**src/rtl/micro_sequencer_if.sv**
```systemverilog
// Sequencing bus between the microinstruction/encoder side and micro_sequencer.
interface micro_sequencer_if #(
    parameter int unsigned STATE_W = 8
);
    logic [STATE_W-1:0] enc_state;
    logic [3:0]         ir_cond;
    logic [3:0]         flags;
    logic               moc;
    logic [2:0]         ns_sel;
    logic [1:0]         cond_sel;
    logic               inv;
    logic [STATE_W-1:0] cr_addr;
    logic [STATE_W-1:0] state;
    logic               cond_pass;
    logic               stall;
    logic               mem_abort;

    modport master (
        output enc_state, ir_cond, flags, moc, ns_sel, cond_sel, inv, cr_addr,
        input  state, cond_pass, stall, mem_abort
    );

    modport slave (
        input  enc_state, ir_cond, flags, moc, ns_sel, cond_sel, inv, cr_addr,
        output state, cond_pass, stall, mem_abort
    );
endinterface

```
**src/rtl/micro_sequencer.sv**
```systemverilog
// Next-state address unit of the microprogrammed control unit.
// Optional MOC watchdog: define MICRO_SEQ_MOC_TIMEOUT_EN.
module micro_sequencer #(
    parameter int unsigned        STATE_W     = 8,
    parameter logic [STATE_W-1:0] RESET_STATE = '0,
    parameter logic [STATE_W-1:0] FETCH_STATE = STATE_W'(1),
    parameter logic [STATE_W-1:0] UNDEF_STATE = '1
`ifdef MICRO_SEQ_MOC_TIMEOUT_EN
    ,
    parameter int unsigned        TIMEOUT     = 16,
    parameter logic [STATE_W-1:0] ABORT_STATE = STATE_W'(254)
`endif
) (
    input  logic                clk,
    input  logic                reset,
    micro_sequencer_if.slave    bus
);

    typedef enum logic [2:0] {
        NS_INC       = 3'b000,
        NS_JUMP      = 3'b001,
        NS_DISPATCH  = 3'b010,
        NS_CJUMP     = 3'b011,
        NS_WAIT_MOC  = 3'b100,
        NS_CDISPATCH = 3'b101,
        NS_CALL      = 3'b110,
        NS_RETURN    = 3'b111
    } ns_op_e;

    ns_op_e             op;
    logic [STATE_W-1:0] state_q, state_nxt;
    logic [STATE_W-1:0] ret_q, ret_nxt;
    logic [STATE_W-1:0] state_inc;
    logic [STATE_W-1:0] dispatch_tgt;
    logic               cond_pass;
    logic               test_bit;
    logic               waiting;
    logic               n_f, z_f, c_f, v_f;

    assign op           = ns_op_e'(bus.ns_sel);
    assign {n_f, z_f, c_f, v_f} = bus.flags;
    assign state_inc    = state_q + STATE_W'(1);
    assign dispatch_tgt = (bus.enc_state == '0) ? UNDEF_STATE : bus.enc_state;
    assign waiting      = (op == NS_WAIT_MOC) && !bus.moc;

    // ARM condition-code evaluation against NZCV.
    always_comb begin
        cond_pass = 1'b0;
        case (bus.ir_cond)
            4'h0: cond_pass = z_f;
            4'h1: cond_pass = !z_f;
            4'h2: cond_pass = c_f;
            4'h3: cond_pass = !c_f;
            4'h4: cond_pass = n_f;
            4'h5: cond_pass = !n_f;
            4'h6: cond_pass = v_f;
            4'h7: cond_pass = !v_f;
            4'h8: cond_pass = c_f && !z_f;
            4'h9: cond_pass = !c_f || z_f;
            4'hA: cond_pass = (n_f == v_f);
            4'hB: cond_pass = (n_f != v_f);
            4'hC: cond_pass = !z_f && (n_f == v_f);
            4'hD: cond_pass = z_f || (n_f != v_f);
            4'hE: cond_pass = 1'b1;
            default: cond_pass = 1'b0;
        endcase
    end

    // Branch test mux for CJUMP.
    always_comb begin
        test_bit = 1'b0;
        case (bus.cond_sel)
            2'd0:    test_bit = bus.moc;
            2'd1:    test_bit = cond_pass;
            2'd2:    test_bit = z_f;
            default: test_bit = n_f;
        endcase
    end

`ifdef MICRO_SEQ_MOC_TIMEOUT_EN
    localparam int unsigned CNT_W = $clog2(TIMEOUT + 1);
    logic [CNT_W-1:0] wd_cnt_q, wd_cnt_nxt;
    logic             abort_nxt;
    logic             wd_expired;

    assign wd_expired = waiting && (wd_cnt_q == CNT_W'(TIMEOUT - 1));
`endif

    // Next-state and return-register selection.
    always_comb begin
        state_nxt = state_q;
        ret_nxt   = ret_q;
        case (op)
            NS_INC:       state_nxt = state_inc;
            NS_JUMP:      state_nxt = bus.cr_addr;
            NS_DISPATCH:  state_nxt = dispatch_tgt;
            NS_CJUMP:     state_nxt = (test_bit ^ bus.inv) ? bus.cr_addr : state_inc;
            NS_WAIT_MOC:  state_nxt = bus.moc ? state_inc : state_q;
            NS_CDISPATCH: state_nxt = cond_pass ? dispatch_tgt : FETCH_STATE;
            NS_CALL: begin
                state_nxt = bus.cr_addr;
                ret_nxt   = state_inc;
            end
            default:      state_nxt = ret_q;
        endcase
`ifdef MICRO_SEQ_MOC_TIMEOUT_EN
        abort_nxt  = 1'b0;
        wd_cnt_nxt = waiting ? wd_cnt_q + CNT_W'(1) : '0;
        if (wd_expired) begin
            state_nxt  = ABORT_STATE;
            abort_nxt  = 1'b1;
            wd_cnt_nxt = '0;
        end
`endif
    end

    // Control-store address and return register; reset overrides every ns_sel.
    always_ff @(posedge clk) begin
        if (reset) begin
            state_q <= RESET_STATE;
            ret_q   <= '0;
        end else begin
            state_q <= state_nxt;
            ret_q   <= ret_nxt;
        end
    end

`ifdef MICRO_SEQ_MOC_TIMEOUT_EN
    logic mem_abort_q;

    // MOC watchdog counter and abort pulse, aligned with entry to ABORT_STATE.
    always_ff @(posedge clk) begin
        if (reset) begin
            wd_cnt_q    <= '0;
            mem_abort_q <= 1'b0;
        end else begin
            wd_cnt_q    <= wd_cnt_nxt;
            mem_abort_q <= abort_nxt;
        end
    end

    assign bus.mem_abort = mem_abort_q;
`else
    assign bus.mem_abort = 1'b0;
`endif

    assign bus.state     = state_q;
    assign bus.cond_pass = cond_pass;
    assign bus.stall     = waiting && !reset;

endmodule
```
**src/flat_wrapper.sv**
```systemverilog
// flat-port wrapper written by rule: the top's interface ports become plain ports
module micro_sequencer_flat 
#(
    parameter int unsigned        STATE_W     = 8,
    parameter logic [STATE_W-1:0] RESET_STATE = '0,
    parameter logic [STATE_W-1:0] FETCH_STATE = STATE_W'(1),
    parameter logic [STATE_W-1:0] UNDEF_STATE = '1

)
  (clk, reset, bus_enc_state, bus_ir_cond, bus_flags, bus_moc, bus_ns_sel, bus_cond_sel, bus_inv, bus_cr_addr, bus_state, bus_cond_pass, bus_stall, bus_mem_abort);
  micro_sequencer_if #(.STATE_W(STATE_W)) bus_i ();
  input  logic clk;
  input  logic reset;
  input wire logic [$bits(bus_i.enc_state)-1:0] bus_enc_state;
  input wire logic [$bits(bus_i.ir_cond)-1:0] bus_ir_cond;
  input wire logic [$bits(bus_i.flags)-1:0] bus_flags;
  input wire logic [$bits(bus_i.moc)-1:0] bus_moc;
  input wire logic [$bits(bus_i.ns_sel)-1:0] bus_ns_sel;
  input wire logic [$bits(bus_i.cond_sel)-1:0] bus_cond_sel;
  input wire logic [$bits(bus_i.inv)-1:0] bus_inv;
  input wire logic [$bits(bus_i.cr_addr)-1:0] bus_cr_addr;
  output wire logic [$bits(bus_i.state)-1:0] bus_state;
  output wire logic [$bits(bus_i.cond_pass)-1:0] bus_cond_pass;
  output wire logic [$bits(bus_i.stall)-1:0] bus_stall;
  output wire logic [$bits(bus_i.mem_abort)-1:0] bus_mem_abort;
  assign bus_i.enc_state = bus_enc_state;
  assign bus_i.ir_cond = bus_ir_cond;
  assign bus_i.flags = bus_flags;
  assign bus_i.moc = bus_moc;
  assign bus_i.ns_sel = bus_ns_sel;
  assign bus_i.cond_sel = bus_cond_sel;
  assign bus_i.inv = bus_inv;
  assign bus_i.cr_addr = bus_cr_addr;
  assign bus_state = bus_i.state;
  assign bus_cond_pass = bus_i.cond_pass;
  assign bus_stall = bus_i.stall;
  assign bus_mem_abort = bus_i.mem_abort;
  micro_sequencer #(.STATE_W(STATE_W), .RESET_STATE(RESET_STATE), .FETCH_STATE(FETCH_STATE), .UNDEF_STATE(UNDEF_STATE)) u_core (.clk(clk), .reset(reset), .bus(bus_i));
endmodule
```
**config.mk**
```make
export PLATFORM = sky130hd
export DESIGN_NAME = micro_sequencer_flat
export DESIGN_NICKNAME = d
export VERILOG_FILES = /design/src/rtl/micro_sequencer_if.sv /design/src/rtl/micro_sequencer.sv /design/src/flat_wrapper.sv
export SDC_FILE = /design/constraint.sdc
export NUM_CORES = 1
export LEC_CHECK = 0
export CORE_MARGIN = 1
export CORE_UTILIZATION = 51
export DETAILED_ROUTE_END_ITERATION = 7
export PLACE_DENSITY = 0.84
export SLEW_MARGIN = 10
export SYNTH_ARGS = -nofsm -noshare
export SYNTH_HDL_FRONTEND = slang
export SYNTH_SLANG_ARGS = --single-unit
```
**constraint.sdc**
```tcl
create_clock -name clk -period 4.7 [get_ports clk]
set_clock_uncertainty 0.15 [all_clocks]
set_input_delay 0.94 -clock clk [delete_from_list [all_inputs] [get_ports clk]]
set_output_delay 0.94 -clock clk [all_outputs]
set_load 0.005 [all_outputs]
```
==> run_results.csv <==
group,metric,value,unit
flow_run,cap_violations,0,
cts,cts-root-buf,"clkbuf_4",
worst_setup_path,startpoint,"bus_ir_cond[0]",
global_route,grt_pass1_vias,1625,
cts,cts_buffers,3,
sta,fin_tns_setup,0,ns
place,place.gp.congestion,0.905,
sta,slew-limit-headroom,0.451,
worst_setup_path,reg2reg_depth,8,
drt,dr.first_iter.drc_count,156,
power,power_density,205,mW/mm^2
floorplan,ios,44,
layout,ff_latch_area,320,um^2
worst_setup_path,rr_startpoint,"u_core.bus.state[0]",
synth,synth_edf_count,0,
worst_setup_path,crit_path_end_kind,"output pin",
power,p_leak,0.744,nW
synth,yosys_warnings,0,
worst_setup_path,path_class,"input port to output pin",
worst_setup_path,path_max_fanout,8,
drt,ant_nets,0,
cts,ctsHoldBuffers,0,
sta,fmax,237,MHz
layout,fill_cells,283,
sta,fin_crit,4.23,ns
place,hpwl,3.46,mm
synth,syn-cell-area,0.00161,mm^2
sta,drv_slew,0,
synth,synth_cell_types,55,
layout,layout-drive-gt1-share,0.0778,
place,io_buffers,42,
cts,cts_tree,"done",
synth,yosysSeqAreaShare,0.199,
global_route,grt_usage,0.290,
sta,worstMarginPinSlew,0.820,ns
layout,nNetsFinal,292,
synth,synthesis.nets,253,
synth,syn_avg_cell_area,7.36,um^2
global_route,grtUsageMet2,0.455,
sta,fin_crit_sh,0.899,
worst_setup_path,ff2ff_setup_slack,2.70,ns
synth,ys.flop_type,"dfxtp_1",
cts,htree_levels,1,
cts,cts_resized,0,
drt,vias,1821,
layout,design_area,0.00208,mm^2
sta,hold_viol,0,
global_route,grt_pass1_wl,7.64,mm
worst_setup_path,critPathLaunchType,"input port",
hold_path,min_path_type,"flip-flop to flip-flop",
worst_setup_path,worstReg2RegEnd,"u_core.bus.state[6]",
cts,cts_buffer_depth,2,
global_route,antenna_found_initial,0,
floorplan,rows,20,
sta,setup_viol_count_final,0,
layout,syn2layout_area_growth,29.2,%
sta,rsz0062_at_grt,"no",
floorplan,die_y,58.2,um
synth,ys_async_sr_fraction,0,
drt,drcViolationCount,0,
synth,netlist_instances,219,
cts,cts_setup_buffers,0,
drt,wl_per_cell,15.3,um
worst_setup_path,cp.required,3.61,ns
drt,vias_per_cell,6.05,
drt,routed_wirelength,4.60,mm
floorplan,die-width,58.2,um
global_route,grt_use_met1,0.394,
layout,antennaDiodeCount,0,
cts,cts_num_sinks,16,
global_route,grt.met3_usage,0.0536,
drt,first_pass_iters,5,
cts,clkLatencyLatePin,0.30,ns
floorplan,initial_core_util,0.533,
global_route,grt_busiest_layer,"met2",
synth,ys_seq_elements,16,
floorplan,die_area,0.00339,mm^2
power,irDropWorstVdd,151,uV
status,status,"completed",
cts,clkTransAtPathRegs,0.10,ns
global_route,grt_max_degree,24,
worst_setup_path,endpoint,"bus_cond_pass",
global_route,overflow,0,
place,detailed_place.area,0.00205,mm^2
floorplan,core-area,0.00303,mm^2
layout,multiInputGateArea,0.00118,mm^2
worst_setup_path,cp_data_arrival_time,3.14,ns
-- flip-flops by register name (all words and copies together), names as in the netlist --
signal / flops
u_core.bus.state: 8
u_core.ret_q: 8
-- layout by cell type (no fill, tap or decap), types with 2 or more instances in the layout --
cell and n:
o21bai_1 2, nand3b_1 2, o221ai_1 7, buf_4 6, nand2b_1 4, o21ai_1 2, o21ai_0 16, clkdlybuf4s50_1 42
or3_1 2, nor3_1 4, xnor2_1 6, and2_1 2, nand3_1 5, nor2_1 25, a2bb2oi_1 2, a22oi_1 9
dfxtp_1 16, a211oi_1 4, nor2b_1 3, inv_1 4, o211ai_1 4, o22ai_1 6, nand4_1 2, mux2i_1 8
and3b_1 2, a21oi_1 15, clkbuf_4 3, a221o_1 3, nand2_1 21, o21a_1 2, xor2_1 5
-- per-layer routing --
layer / up-vias / wire length, um
li1: 894 / -
met1: 822 / 2110
met2: 93 / 2080
met3: 12 / 308
met4: 0 / 100
met5: - / 0
-- layout make-up --
cell class | count | share of cell area
Sequential cell | 16 | 0.154
Tap cell | 44 | 0.0264
Multi-Input combinational cell | 184 | 0.569
Clock buffer | 4 | 0.0174
Inverter | 5 | 0.0102
Timing Repair Buffer | 48 | 0.223
-- synthesized netlist by cell type, types with 2 or more instances --
library cell  count  area share
nor2b_1           3       0.012
nand2b_1          4       0.016
a21oi_1          15       0.047
and3b_1           2       0.011
o21a_1            2      0.0093
xor2_1            5       0.027
nor2_1           25       0.058
dfxtp_1          16        0.20
nand3_1           5       0.016
o21bai_1          2      0.0093
and2_1            2      0.0078
o211ai_1          4       0.019
mux2i_1           8       0.050
buf_6             2       0.014
a2bb2oi_1         2       0.011
inv_1             4      0.0093
or3_1             2      0.0078
a221o_1           3       0.019
a22oi_1           9       0.042
clkbuf_1          7       0.016
buf_4             2      0.0093
xnor2_1           6       0.033
nand3b_1          2      0.0093
nand4_1           2      0.0078
o22ai_1           6       0.023
o21ai_0          16       0.050
nand2_1          21       0.049
buf_1             2      0.0047
o221ai_1          7       0.038
a211oi_1          4       0.019
o21ai_1           2      0.0062
nor3_1            4       0.012
-- per-stage QoR --
stage,hold slack (ns),utilization,std cells,power (mW),worst slack [ns]
floorplan,0.301,-,219,0.267,1.55
finish,0.341,0.688,301,0.428,0.474
global placement,0.318,0.676,297,0.332,0.508
CTS,0.336,0.688,301,0.425,0.473
detailed placement,0.320,0.676,297,0.333,0.488
global route,0.371,0.688,301,0.452,0.353
-- power by group --
| part | internal [mW] | switching [mW] | leakage (nW) | total (mW) |
|---|---|---|---|---|
| Sequential | 0.145 | 0.0129 | 0.131 | 0.158 |
| Combinational | 0.0897 | 0.0868 | 0.592 | 0.177 |
| Clock | 0.0473 | 0.0460 | 0.0210 | 0.0933 |
-- worst min path at each step --
| stage | startpoint | end | slack, ns | cells after the start |
|---|---|---|---|---|
| 6_report | u_core.ret_q[5] | u_core.ret_q[5] | 0.34 | 2 |
| 5_1_grt | u_core.ret_q[5] | u_core.ret_q[5] | 0.37 | 2 |
| 4_1_cts | u_core.ret_q[1] | u_core.ret_q[1] | 0.34 | 2 |
| 3_5_place_dp | u_core.ret_q[1] | u_core.ret_q[1] | 0.32 | 2 |
| 3_3_place_gp | u_core.ret_q[1] | u_core.ret_q[1] | 0.32 | 2 |
| 2_1_floorplan | u_core.ret_q[6] | u_core.ret_q[6] | 0.30 | 2 |
-- critical path, cell delays in order --
cell and delay, ns:
clkdlybuf4s50_1 0.56, xor2_1 0.23, or4b_1 0.50, a21boi_2 0.20, nor4_4 0.09, inv_4 0.11
clkdlybuf4s50_1 0.50
-- cell families (layout without fill, tap and decap cells) --
logic type                 count (synthesis)  count (layout)  synth area share
AOI/OAI and AO/OA                         78              78             0.330
and+or+nand+nor                           83              83             0.268
adders and majority gates                  1               1           0.00776
buffers and inverters                     19              57            0.0667
DFF                                       16              16             0.199
muxes                                     10              10            0.0659
other                                      1               1           0.00233
xor gates and xnor gates                  11              11            0.0597
No activity file was read; power rests on OpenSTA's default activity.
==> patch 1 (same settings) <==
`STATE_W` is set to 8 in 3 places; all go to 10.
--- a/src/rtl/micro_sequencer_if.sv
+++ b/src/rtl/micro_sequencer_if.sv
@@ -1,6 +1,6 @@
 // Sequencing bus between the microinstruction/encoder side and micro_sequencer.
 interface micro_sequencer_if #(
-    parameter int unsigned STATE_W = 8
+    parameter int unsigned STATE_W = 10
 );
     logic [STATE_W-1:0] enc_state;
     logic [3:0]         ir_cond;
--- a/src/rtl/micro_sequencer.sv
+++ b/src/rtl/micro_sequencer.sv
@@ -1,7 +1,7 @@
 // Next-state address unit of the microprogrammed control unit.
 // Optional MOC watchdog: define MICRO_SEQ_MOC_TIMEOUT_EN.
 module micro_sequencer #(
-    parameter int unsigned        STATE_W     = 8,
+    parameter int unsigned        STATE_W     = 10,
     parameter logic [STATE_W-1:0] RESET_STATE = '0,
     parameter logic [STATE_W-1:0] FETCH_STATE = STATE_W'(1),
     parameter logic [STATE_W-1:0] UNDEF_STATE = '1
--- a/src/flat_wrapper.sv
+++ b/src/flat_wrapper.sv
@@ -1,7 +1,7 @@
 // flat-port wrapper written by rule: the top's interface ports become plain ports
 module micro_sequencer_flat 
 #(
-    parameter int unsigned        STATE_W     = 8,
+    parameter int unsigned        STATE_W     = 10,
     parameter logic [STATE_W-1:0] RESET_STATE = '0,
     parameter logic [STATE_W-1:0] FETCH_STATE = STATE_W'(1),
     parameter logic [STATE_W-1:0] UNDEF_STATE = '1
Interface: changed (resized bus_cr_addr, bus_enc_state and bus_state); port bits go from 44 to 50. No check against the original RTL was run, so the function may have changed too.
==> patch 1 against the unedited design <==
Register-to-register slack lost 250 ps. Die area grew 19%. Design area grew 20%. Power grew 43%. Critical endpoint unchanged. Via count grew 23%. Synthesized cell count grew 21%. Sequential cell count grew 4. Worst setup slack gained 48 ps. Routed wire length grew 26%. Synthesized area grew 20%.
==> patch 1: results (changes against the unedited design) <==
In the synthesized netlist, the cells that appear most often are 30 x sky130_fd_sc_hd__nor2_1, 23 x sky130_fd_sc_hd__a21oi_1, 22 x sky130_fd_sc_hd__o21ai_0. Clock transition time at the flip-flop clock pins of the worst setup and hold paths: 80 ps (-20 ps). In the post-synthesis netlist, the biggest area contributors are sky130_fd_sc_hd__dfxtp_1 21%, sky130_fd_sc_hd__a21oi_1 6.0%, sky130_fd_sc_hd__nor2_1 5.8%. For the maximum vdd ir drop, the log shows 109 µV (-28%).

The clock root buffer master was sky130_fd_sc_hd__clkbuf_8. Among cell families on the critical path, the largest total delay comes from buffers and inverters. The source-to-sink clock delay at the later pin of the worst-skew pair was 270 ps (-30 ps). Delay of the slowest critical-path stage: 640 ps (+80 ps).

The largest fanout of any net on the critical path is 15 (+7). The run gives 0 (unchanged) as the number of resized instances in the post-cts repair step. The path class of the tightest hold or removal check is reg2reg. Initial antenna violation count: 0 (unchanged). The tools report the count of synthesis-stage warnings from yosys as 0 (unchanged). The tools report the relative slew slack as 0.388 (-0.0635).

Share of final-layout standard cells stronger than drive strength 1: 0.0693 (-0.00851). The share of flip-flops with an asynchronous set or reset is 0 (unchanged). The number of port buffers came out at 48 (+14%).

The flow ran to the end, and the final reports show no timing, DRC or antenna violations. The average wire per standard cell was 16.5 µm (+8.1%). For the largest net degree at the start of global routing, the log shows 28 (+17%). For the violation count after the first detailed-route iteration, the log shows 311 (+99%). The logs give 544 ps (+55.6 ps) for the setup slack at placement and 342 (+17%) for the number of nets at the end of the flow.

The tools report the maximum number of buffers from clock root to sink as 2 (unchanged). The number of global-route vias before repair is 2,045 (+26%). The ratio of routed vias to standard cells is 6.36 (+5.1%), and the first-pass GRT wire length is 9.63 mm (+26%).

The slowest stage of the critical path is the sky130_fd_sc_hd__clkdlybuf4s50_1 cell. The logs give 3 (unchanged) for the number of buffers added by the clock tree synthesis step and 0.300 (+0.0104) for the overall fraction of global-route tracks in use. The tools report the data arrival time of the critical path as 3090 ps (-50 ps). The logs give 1 (unchanged) for the number of H-tree levels and 351 (+17%) for the final non-filler cell total. The average instance area after synthesis is 7.30 µm² (-0.88%). The number of search-and-repair iterations in the first detailed-routing pass was 5 (unchanged); the half-perimeter wire length after detailed placement was 4.12 mm (+19%). The leakage power came out at 0.882 nW (+19%). The number of buffers added for setup after CTS came out at 0 (unchanged).

The unique cell type count in the Yosys netlist came out at 61 (+11%). The run gives 0 (unchanged) as the count of inserted antenna diode cells. The sequential cell area fraction in the yosys report is 0.207 (+0.00838), and the final weighted congestion in routability-driven placement is 0.880 (-2.8%). The run gives 312 (+10%) as the fill cell total of the finished layout. The tools report the synthesized netlist net count as 303 (+20%).
==> patch 1: worst paths after layout <==
kind	startpoint	endpoint	slack, ps	cells after the start
min	u_core.ret_q[1]$_SDFFE_PP0N_	u_core.ret_q[1]$_SDFFE_PP0N_	350	2
max	bus_ir_cond[2]	bus_cond_pass	520	6
min reg2reg	u_core.ret_q[1]$_SDFFE_PP0N_	u_core.ret_q[1]$_SDFFE_PP0N_	350	2
max reg2reg	u_core.bus.state[0]$_SDFFE_PP0P_	u_core.bus.state[6]$_SDFFE_PP0P_	2450	7
==> patch 1: per-stage QoR <==
| step | power [mW] | cell area, µm² |
|---|---|---|
| 2_1_floorplan | 0.338 | 1930 |
| 3_3_place_gp | 0.424 | 2420 |
| 3_5_place_dp | 0.428 | 2420 |
| 4_1_cts | 0.604 | 2490 |
| 5_1_grt | 0.640 | 2490 |
| 6_report | 0.612 | 2490 |
==> patch 1: logic make-up after synthesis <==
logic type / synth area share
and+or+nand+nor: 0.263
AOI/OAI and AO/OA: 0.348
buffers and inverters: 0.0621
DFF: 0.207
xor gates and xnor gates: 0.0666
muxes: 0.0446
adders and majority gates: 0.00647
other: 0.00194
==> patch 1: where the power goes <==
| part | leakage, nW | total, mW | internal (mW) | switching (mW) |
|---|---|---|---|---|
| logic | 0.682 | 0.224 | 0.109 | 0.115 |
| clock network | 0.0357 | 0.182 | 0.114 | 0.0679 |
| registers | 0.165 | 0.206 | 0.185 | 0.0211 |
==> patch 1: worst min-delay path: stages, from the launching register on <==
cell and delay, ps:
sky130_fd_sc_hd__dfxtp_1 330, sky130_fd_sc_hd__mux2i_1 70, sky130_fd_sc_hd__nor2_1 70
==> patch 1: area by class of cell <==
cell class | count | share of cell area
Clock buffer | 3 | 0.0166
Tap cell | 48 | 0.0241
Sequential cell | 20 | 0.161
Multi-Input combinational cell | 220 | 0.568
Inverter | 5 | 0.00754
Timing Repair Buffer | 54 | 0.211
Clock inverter | 1 | 0.0121
==> patch 1: metal layers <==
| metal | vias to the layer above | global-route usage | wire length, µm |
|---|---|---|---|
| li1 | 1087 | - | - |
| met1 | 997 | 0.398 | 2510 |
| met4 | 0 | 0.145 | 154 |
| met2 | 132 | 0.479 | 2650 |
| met3 | 15 | 0.0344 | 486 |
| met5 | - | 0 | 0 |
==> patch 2 (config.mk and constraints unchanged) <==
Without the edit above. Build with the macro `MICRO_SEQ_MOC_TIMEOUT_EN` defined.
--- a/src/rtl/micro_sequencer.sv
+++ b/src/rtl/micro_sequencer.sv
@@ -1,5 +1,7 @@
 // Next-state address unit of the microprogrammed control unit.
 // Optional MOC watchdog: define MICRO_SEQ_MOC_TIMEOUT_EN.
+`define MICRO_SEQ_MOC_TIMEOUT_EN
+
 module micro_sequencer #(
     parameter int unsigned        STATE_W     = 8,
     parameter logic [STATE_W-1:0] RESET_STATE = '0,
Behaviour: no difference found for any inputs over 10 cycles, from zero or initial values and one cycle with reset high; that may be too few to reach the edited logic, so the function may still have changed.
==> patch 2 against the unedited design <==
Sequential power is 33% higher. Highest routed layer unchanged. Design area is 15% higher. Largest cell class unchanged. Synthesized area is 16% higher. Routed wire length is 15% higher. Register-to-register slack worse by 500 ps. Non-clock buffer count is 1 lower. Power is 30% higher. Critical endpoint unchanged. Sequential cell count is 6 higher. Worst setup slack better by 2.6 ps. Via count is 16% higher. Core utilization is 0.85 points higher.
==> patch 2: results (changes against the unedited design) <==
The logs give 52 (-5.5%) for the unique cell type count in the Yosys netlist and 0 (unchanged) for the number of resized instances in the post-cts repair step. The critical hold path startpoint was u_core.wd_cnt_q[0]$_SDFF_PP0_. The number of global-route vias before repair was 2,021 (+24%). The data arrival time of the critical path came out at 3130 ps (about the same).

In this run the critical register-to-register path is captured at u_core.bus.state[1]$_SDFFE_PP0P_. The run gives 0.235 (+0.0361) as the sequential cell area fraction in the yosys report. The placed standard-cell area is 2330 µm² (+14%), and the number of port buffers is 43 (+2.4%). The ratio of routed vias to standard cells was 6.23 (+3.0%); the worst-case register-to-register setup slack was 2200 ps (-500 ps). After synthesis, the most frequently instantiated cells are 30 x sky130_fd_sc_hd__nor2_1, 22 x sky130_fd_sc_hd__dfxtp_1, 21 x sky130_fd_sc_hd__a21oi_1. The total routed wirelength came out at 5.29 mm (+15%). The endpoint kind of the worst setup timing path is an output pin. The run gives 0.865 (-4.4%) as the final weighted congestion in routability-driven placement.

The tools report the final non-filler cell total as 338 (+12%). The power per standard cell area was 232 nW/µm² (+13%); the number of nets at the end of the flow was 329 (+13%). The flow ran to the end, and the final reports show no timing, DRC or antenna violations. The worst register-to-register path begins at u_core.wd_cnt_q[0]$_SDFF_PP0_. The tools report the overall fraction of global-route tracks in use as 0.285 (-0.00459).

The worst hold path belongs to the class reg2reg. Half-perimeter wire length after detailed placement: 3.74 mm (+8.2%). The largest fanout of any net on the critical path is 9 (+1), and the share of final-layout standard cells stronger than drive strength 1 is 0.0925 (+0.0146). In the post-synthesis netlist, the biggest area contributors are sky130_fd_sc_hd__dfxtp_1 23%, sky130_fd_sc_hd__nor2_1 6.0%, sky130_fd_sc_hd__a21oi_1 5.6%.

Relative slew slack: 0.315 (-0.137). The tools report the source-to-sink clock delay at the later pin of the worst-skew pair as 270 ps (-30 ps). The cell at the slowest stage of the critical path was sky130_fd_sc_hd__clkdlybuf4s50_1. For the initial antenna violation count, the log shows 0 (unchanged). The tools report the worst hold endpoint as u_core.wd_cnt_q[0]$_SDFF_PP0_. The clock transition time at the flip-flop clock pins of the worst setup and hold paths works out to 80 ps (-20 ps). In this run the worst setup path begins at bus_ir_cond[2]. The synthesized netlist net count was 290 (+15%); the depth of the worst register-to-register path was 9 (+1).

The tools report the clock root buffer master as sky130_fd_sc_hd__clkbuf_8. The maximum vdd ir drop is 162 µV (+7.4%), and the number of buffers added by the clock tree synthesis step is 3 (unchanged). Fill cell total of the finished layout: 299 (+5.7%). The leakage power is 0.827 nW (+11%). The hold path depth was 1 (-1); the number of buffers added for setup after CTS was 0 (unchanged).

The count of inserted antenna diode cells was 0 (unchanged); the delay of the slowest critical-path stage was 650 ps (+90 ps). For the violation count after the first detailed-route iteration, the log shows 183 (+17%). The average instance area after synthesis is 7.39 µm² (+0.33%), and the first-pass GRT wire length is 9.00 mm (+18%).
patch 2: routing by layer:
layer / vias to the layer above / share of wire / global-route usage
li1: 1009 / - / -
met4: 0 / 0.023 / 0.125
met5: - / 0 / 0
met1: 970 / 0.44 / 0.371
met3: 15 / 0.082 / 0.0383
met2: 112 / 0.45 / 0.469
patch 2: metrics by stage:
step	setup slack, ps	utilization	hold WS (ps)	total power, mW
6_report	476	0.696	302	0.557
5_1_grt	373	0.696	337	0.583
4_1_cts	480	0.696	306	0.555
3_5_place_dp	472	0.676	294	0.375
3_3_place_gp	530	0.676	286	0.373
2_1_floorplan	1570	-	268	0.303
patch 2: cell type report:
cell class                      count  area (µm²)  share of cell area
Inverter                           10        37.5              0.0157
Multi-Input combinational cell    209        1330               0.555
Clock inverter                      1        30.0              0.0125
Sequential cell                    22         440               0.184
Tap cell                           46        57.6              0.0240
Clock buffer                        3        41.3              0.0172
Timing Repair Buffer               47         460               0.192
patch 2: kinds of logic (layout without fill, tap and decap cells):
group           count (synthesis)  count (layout)  share of synthesized area
simple gates                  106             106                      0.291
fa+ha+maj                       3               3                     0.0200
compound gates                 80              80                      0.292
flops                          22              22                      0.235
buf+inv                        23              61                     0.0567
mux                            10              10                     0.0593
xor+xnor                       10              10                     0.0467
patch 2: where the power goes:
group | internal (mW) | switching (mW) | leakage [nW] | total [mW]
registers | 0.197 | 0.0136 | 0.180 | 0.210
logic | 0.0818 | 0.0829 | 0.612 | 0.165
clock network | 0.114 | 0.0682 | 0.0357 | 0.182
